==> src/rtl/ctrl_pipe.sv <==
// Pipeline control for a five-stage in-order core: E/M/W control ranks,
// load-use stall, branch redirect and ALU operand forwarding selects.
module ctrl_pipe (
    input  logic       clk,
    input  logic       reset,
    input  logic       memtoregD,
    input  logic       memwriteD,
    input  logic       alusrcD,
    input  logic       regdstD,
    input  logic       regwriteD,
    input  logic       branchD,
    input  logic [2:0] alucontrolD,
    input  logic [4:0] rsD,
    input  logic [4:0] rtD,
    input  logic [4:0] rdD,
    input  logic       zeroE,
    output logic       memtoregE,
    output logic       memwriteE,
    output logic       alusrcE,
    output logic       regwriteE,
    output logic [2:0] alucontrolE,
    output logic [4:0] writeregE,
    output logic [4:0] writeregM,
    output logic [4:0] writeregW,
    output logic       memwriteM,
    output logic       memtoregM,
    output logic       regwriteM,
    output logic       memtoregW,
    output logic       regwriteW,
    output logic [1:0] forwardAE,
    output logic [1:0] forwardBE,
    output logic       stallF,
    output logic       stallD,
    output logic       flushD,
    output logic       pcsrcE
);

    typedef struct packed {
        logic       memtoreg;
        logic       memwrite;
        logic       alusrc;
        logic       regdst;
        logic       regwrite;
        logic       branch;
        logic [2:0] alucontrol;
        logic [4:0] rs;
        logic [4:0] rt;
        logic [4:0] rd;
    } e_rank_t;

    typedef struct packed {
        logic       regwrite;
        logic       memtoreg;
        logic       memwrite;
        logic [4:0] writereg;
    } m_rank_t;

    typedef struct packed {
        logic       regwrite;
        logic       memtoreg;
        logic [4:0] writereg;
    } w_rank_t;

    e_rank_t    e_reg, e_next;
    m_rank_t    m_reg, m_next;
    w_rank_t    w_reg, w_next;
    logic [4:0] writereg_e;
    logic       pcsrc_e;
    logic       lwstall;

    // Hazard detection works off the instruction currently in execute.
    always_comb begin
        writereg_e = e_reg.regdst ? e_reg.rd : e_reg.rt;
        pcsrc_e    = e_reg.branch & zeroE;
        lwstall    = e_reg.memtoreg & e_reg.regwrite & (writereg_e != 5'd0) &
                     ((writereg_e == rsD) | (writereg_e == rtD));
    end

    // A stalled or squashed decode slot enters execute as an all-zero bubble.
    always_comb begin
        e_next            = '0;
        e_next.memtoreg   = memtoregD;
        e_next.memwrite   = memwriteD;
        e_next.alusrc     = alusrcD;
        e_next.regdst     = regdstD;
        e_next.regwrite   = regwriteD;
        e_next.branch     = branchD;
        e_next.alucontrol = alucontrolD;
        e_next.rs         = rsD;
        e_next.rt         = rtD;
        e_next.rd         = rdD;
        if (lwstall | pcsrc_e) begin
            e_next = '0;
        end
    end

    always_comb begin
        m_next.regwrite = e_reg.regwrite;
        m_next.memtoreg = e_reg.memtoreg;
        m_next.memwrite = e_reg.memwrite;
        m_next.writereg = writereg_e;
        w_next.regwrite = m_reg.regwrite;
        w_next.memtoreg = m_reg.memtoreg;
        w_next.writereg = m_reg.writereg;
    end

    always_ff @(posedge clk or negedge reset) begin
        if (!reset) begin
            e_reg <= '0;
            m_reg <= '0;
            w_reg <= '0;
        end else begin
            e_reg <= e_next;
            m_reg <= m_next;
            w_reg <= w_next;
        end
    end

    // Operand 0 is rs, operand 1 is rt; the memory stage holds the newer value.
    logic [4:0] src_e [2];
    assign src_e[0] = e_reg.rs;
    assign src_e[1] = e_reg.rt;

    generate
        for (genvar gi = 0; gi < 2; gi++) begin : g_fwd
            logic [1:0] sel;
            always_comb begin
                sel = 2'b00;
                if ((src_e[gi] != 5'd0) && m_reg.regwrite && (src_e[gi] == m_reg.writereg)) begin
                    sel = 2'b10;
                end else if ((src_e[gi] != 5'd0) && w_reg.regwrite && (src_e[gi] == w_reg.writereg)) begin
                    sel = 2'b01;
                end
            end
        end
    endgenerate

    assign forwardAE   = g_fwd[0].sel;
    assign forwardBE   = g_fwd[1].sel;

    assign memtoregE   = e_reg.memtoreg;
    assign memwriteE   = e_reg.memwrite;
    assign alusrcE     = e_reg.alusrc;
    assign regwriteE   = e_reg.regwrite;
    assign alucontrolE = e_reg.alucontrol;
    assign writeregE   = writereg_e;
    assign writeregM   = m_reg.writereg;
    assign memwriteM   = m_reg.memwrite;
    assign memtoregM   = m_reg.memtoreg;
    assign regwriteM   = m_reg.regwrite;
    assign writeregW   = w_reg.writereg;
    assign memtoregW   = w_reg.memtoreg;
    assign regwriteW   = w_reg.regwrite;

    // A redirect squashes the stalled instruction anyway, so it wins over the stall.
    assign stallF      = lwstall & ~pcsrc_e;
    assign stallD      = lwstall & ~pcsrc_e;
    assign flushD      = pcsrc_e;
    assign pcsrcE      = pcsrc_e;

endmodule
==> config.mk <==
export PLATFORM = sky130hd
export DESIGN_NAME = ctrl_pipe
export DESIGN_NICKNAME = d
export VERILOG_FILES = /design/src/rtl/ctrl_pipe.sv
export SDC_FILE = /design/constraint.sdc
export NUM_CORES = 1
export LEC_CHECK = 0
export ABC_AREA = 1
export CAP_MARGIN = 10
export CORE_AREA = 2 2 61 92
export DETAILED_ROUTE_END_ITERATION = 10
export DIE_AREA = 0 0 63 94
export GPL_ROUTABILITY_DRIVEN = 0
export PLACE_DENSITY_LB_ADDON = 0.12
export SKIP_LAST_GASP = 1
export SYNTH_ARGS = -nofsm -noshare
export SYNTH_HDL_FRONTEND = slang
export SYNTH_SLANG_ARGS = --single-unit
==> constraint.sdc <==
create_clock -name clk -period 1.95 [get_ports clk]
set_input_delay 0.195 -clock clk [delete_from_list [all_inputs] [get_ports clk]]
set_output_delay 0.195 -clock clk [all_outputs]
set_load 0.02 [all_outputs]
# Yosys cells after proc, flatten, opt, wreduce, memory -nomap -nowiden
# Cells that the tools add are included.
[op_classes]
addsub = 0
multipliers = 0
div_mod_pow = 0
order_cmp = 0
eq_ne = 6
shift = 0
muxes = 6
n_bitwise = 8
n_reduce_logical = 11
[ops]
columns = ["operator", "count"]
rows = [
  ["5-bit equality test", 6],
  ["24-bit 2-to-1 mux", 1],
  ["5-bit nonzero test", 3],
  ["1-bit logical AND", 8],
  ["1-bit AND", 5],
  ["5-bit 2-to-1 mux", 1],
  ["2-bit 2-to-1 mux", 2],
  ["1-bit 2-to-1 mux", 2],
  ["1-bit OR", 2],
  ["1-bit NOT", 1],
]
[word_totals]
ff_bits = 39
latch_bits = 0
ram_bits = 0
mem_bits_ro = 0
elab_cells = 48
n_memories = 0

# Depth between registers and ports, before layout
# Gate-level depths: netlist of run 1.
[logic_depth]
depth_word = 6
depth_mapped = 13
mapped_depth_nobuf = 11

# Least setup slack after synthesis of run 1
# OpenSTA, ideal clock, no wires.
[synth_path]
path_type = "register to output"
from = "register e_reg[20] in the netlist's numbering"
to = "output stallF"
t_arrival_ps = 1643
required_ps = 1755
path_slack_ps = 112
stages_incl_launch_ff = 12
path_buffers = 2
path_cell_list = "dfrtp_1 -> buf_6 -> nand2_1 -> nand2_2 -> nand2_1 -> nand2_1 -> nor2_1 -> nand3_1 -> nand2_1 -> nand2_2 -> nor2_1 -> buf_4"
[synth_between]
elab_chain_cells = 5
word_cells_on_any_way = 8
cone_classes = "2 x eq/ne; 1 x mux; 4 x bitwise; 1 x reduce/logical"
[synth_rtl]
columns = ["element", "line", "text"]
rows = [
  ["from (decl)", "64", "e_rank_t e_reg, e_next;"],
  ["from (signal assigned)", "113", "e_reg <= e_next;"],
  ["5-bit 2-to-1 mux *", "73", "writereg_e = e_reg.regdst ? e_reg.rd : e_reg.rt;"],
  ["via writeregE[0]", "22", "output logic [4:0] writeregE,"],
  ["5-bit equality test / 5-bit nonzero test (equally long branches)", "76, 75", ""],
  ["1-bit OR / 1-bit AND (equally long branches)", "76, 75", ""],
  ["1-bit AND *", "75", "lwstall = e_reg.memtoreg & e_reg.regwrite & (writereg_e != 5'd0) &"],
  ["1-bit AND *", "n/a", ""],
  ["to (decl)", "32", "output logic stallF,"],
]
# The timed path passes the listed nets; every way through them passes the cells marked *.

# Worst setup path in the final report of run 1
[layout_path]
from = "register e_reg[20] in the netlist's numbering"
to = "output stallF"
[layout_between]
elab_chain_cells = 5
word_cells_on_any_way = 8
cone_classes = "2 x eq/ne; 1 x mux; 4 x bitwise; 1 x reduce/logical"
[layout_rtl]
columns = ["element", "line", "text"]
rows = [
  ["5-bit 2-to-1 mux *", "73", ""],
  ["5-bit equality test / 5-bit nonzero test (equally long branches)", "76, 75", ""],
  ["1-bit OR / 1-bit AND (equally long branches)", "76, 75", ""],
  ["1-bit AND *", "75", ""],
  ["1-bit AND *", "156", "assign stallF = lwstall & ~pcsrc_e;"],
]
# Every way passes the cells marked *; elsewhere a longest branch is shown, timed or not.

==> impl_metrics.json, run 1 <==
{
  "status": "finished clean",
  "ys_seq_area_share_pct": 49.0,
  "synth_area_per_cell_sq_um": 8.86,
  "synthFlopType": "dfrtp_1",
  "root_buffer": "clkbuf_8",
  "n_fill_cell": 490,
  "start_util_pct": 39.2,
  "finalHoldViolCount": 0,
  "core_sq_mm": 0.00508,
  "holdWs_ns": 0.381,
  "routed_wirelength_microns": 4390,
  "min_from": "memwriteE$_DFF_PN0_",
  "vias": 1677,
  "hold_end": "memwriteM$_DFF_PN0_",
  "ys_seq_elements": 39,
  "drv_slew": 0,
  "worst_ir_drop_vdd_v": 0.000463,
  "cp.required_ns": 1.75,
  "drive_above_1_share_pct": 26.8,
  "grt_antenna_before_repair": 0,
  "slowest_stage": "dfrtp_1",
  "syn_to_final_growth_pct": 49.2,
  "synth_edf_count": 0,
  "rr_worst_depth": 14,
  "synth.area.top_cells": "dfrtp_1, nand2_1, inv_1",
  "r2r_start": "e_reg[20]$_DFF_PN0_",
  "dr_wl_met3_microns": 157,
  "grt-ovfl-total": 0,
  "r2r_slack_ns": 0.25,
  "fin_crit_ns": 1.89,
  "dr_wl_met2_microns": 2570,
  "yosysWarnings": 0,
  "synthCells": 225,
  "finalSetupViolCount": 0,
  "worstPathArrival_ns": 1.69,
  "grt_pass1_wl_microns": 7470,
  "dp_hpwl_microns": 3490,
  "hold_path.class": "reg2reg",
  "worst_pin_slew_ns": 0.229,
  "utilization_pct": 58.5,
  "synth_nets": 252,
  "num_antenna_cells": 0,
  "max_freq_mhz": 529,
  "top_layer_used": "met4",
  "crit_chain": "buf_6 > clkinv_8 > nand2_4 > nand2_4 > nand2_1 > nand2_1 > inv_1 > nand3_1 > nand2_1 > nand2_2 > nor2_4 > buf_6",
  "die-area_sq_mm": 0.00592,
  "critPathKind": "reg2out",
  "synth_common_cells": "nand2_1, inv_1, dfrtp_1, nand3_1, nor2_2",
  "rsz0062_at_grt": "true",
  "cpPeakStageDelay_ns": 0.36,
  "grt_start_max_net_pins": 40,
  "syn_area_sq_mm": 0.00199,
  "viasPerCell": 4.40,
  "synth_top_area_share_pct": 49.0,
  "yosysMostFrequentCell": "nand2_1",
  "drc_errors": 0,
  "clock-sinks": 39,
  "first_iter_violations": 81,
  "die_h_microns": 94,
  "min_period_over_period_pct": 96.9,
  "powerDensity_mw_per_mm2": 754,
  "die_w_microns": 63,
  "multi_input_area_sq_um": 791,
  "cts_tree": "yes",
  "post-synth-top-area-cell": "dfrtp_1",
  "maxCapViolCount": 0,
  "final_antenna_net_count": 0,
  "cts_buffers": 5,
  "grtUsageTotal_pct": 16.7,
  "dr.pass1.iters": 4,
  "dp_slack_ns": -0.241,
  "setup_tns_ns": 0,
  "largest_register_ff_count": 17,
  "p_leak_nw": 1.50,
  "synth_cell_types": 24,
  "met1_length_microns": 1570,
  "wire_per_inst_microns": 11.5,
  "pin_count": 62,
  "clkTransAtPathRegs_ns": 0.07,
  "rows": 32,
  "io_buffers": 61,
  "htreeDepth": 2,
  "cp-end-kind": "primary output",
  "clk_latency_ns": 0.29,
  "crit_top_cell": "nand2_1",
  "nNetsFinal": 339,
  "slew_headroom_pct": 84.7,
  "synthArstFlopShare_pct": 100,
  "hold_depth": 0,
  "path_max_fanout": 7,
  "fin_ws_ns": 0.0613,
  "place_area_sq_mm": 0.00282,
  "clk_path_buf_depth": 2,
  "clock_skew_ns": 0.00299,
  "seq_area_sq_um": 977,
  "rr_endpoint": "e_reg[0]$_DFF_PN0_",
  "design_area_sq_mm": 0.00297,
  "critPathLaunchType": "flip-flop",
  "grt_pass1_vias": 1659
}
[placed cells by master, fill, tap and decap left out, types with 8 or more instances in the layout]
cell / instances
nor2_1: 11
inv_1: 40
nor2_2: 17
nand2_1: 42
nand2_4: 8
buf_4: 22
clkdlybuf4s50_1: 49
dfrtp_1: 38
nand3_1: 15
[stage by stage]
stage / std cells / power (mW)
after floorplan: 225 / 1.28
after global routing: 381 / 2.37
after CTS: 381 / 2.27
after global placement: 371 / 1.57
after detailed placement: 371 / 1.58
final: 381 / 2.24
[final cells by class]
type / count / area share (%)
timing repair buffer: 88 / 28.0
clock inverter: 2 / 1.18
clock buffer: 6 / 2.78
sequential: 39 / 32.9
inverter: 42 / 5.72
tap: 68 / 2.86
multi-input combinational: 136 / 26.6
[metal layers]
metal | vias to the layer above | GRT usage, %
met1 | 779 | 16.4
met4 | 0 | 7.22
met2 | 41 | 32.7
li1 | 851 | -
met5 | - | 0
met3 | 6 | 3.60
[kinds of logic after synthesis]
kind of cell    Yosys count  share of synthesized area (%)
simple gates            116                           31.1
buf+inv                  50                           12.7
flops                    39                           49.0
compound gates           10                           2.76
xor+xnor                 10                           4.39
[worst max-delay path by stage]
stage,to,slack (ns),start,cells after the start
3_5_place_dp,stallF,-0.24,rtD[4],10
2_1_floorplan,stallF,0.11,e_reg[20]$_DFF_PN0_,11
5_1_grt,stallF,-0.08,e_reg[20]$_DFF_PN0_,12
4_1_cts,stallF,-0.12,e_reg[20]$_DFF_PN0_,11
3_3_place_gp,stallD,-0.23,rtD[4],10
6_report,stallF,0.06,e_reg[20]$_DFF_PN0_,12
[power breakdown]
group          total (mW)  internal (mW)  leakage (nW)  switching [mW]
registers           0.941          0.879         0.475          0.0627
logic               0.612          0.299         0.963           0.313
clock network       0.689          0.414        0.0612           0.275
total                2.24           1.59          1.50           0.651
[critical path, delay by kind of cell (launching register included)]
kind                   cells  cell delay (ns)
buffers and inverters      4             0.39
flip-flops                 1             0.36
AND/OR/NAND/NOR            8             0.64
[timing repair]
action,CTS,global route
endpoints found under the setup margin,11,5
hold endpoints to repair,39,0
hold buffers,1,0
setup buffers,1,0
resized for setup,26,13
Power figures use the tool's default switching activity.
==> inputs of run 2 (changes only) <==
Settings changed: CAP_MARGIN 10 to not set.
==> results of run 2 <==
No change in the layout: final DEF, timing and power equal those of run 1.
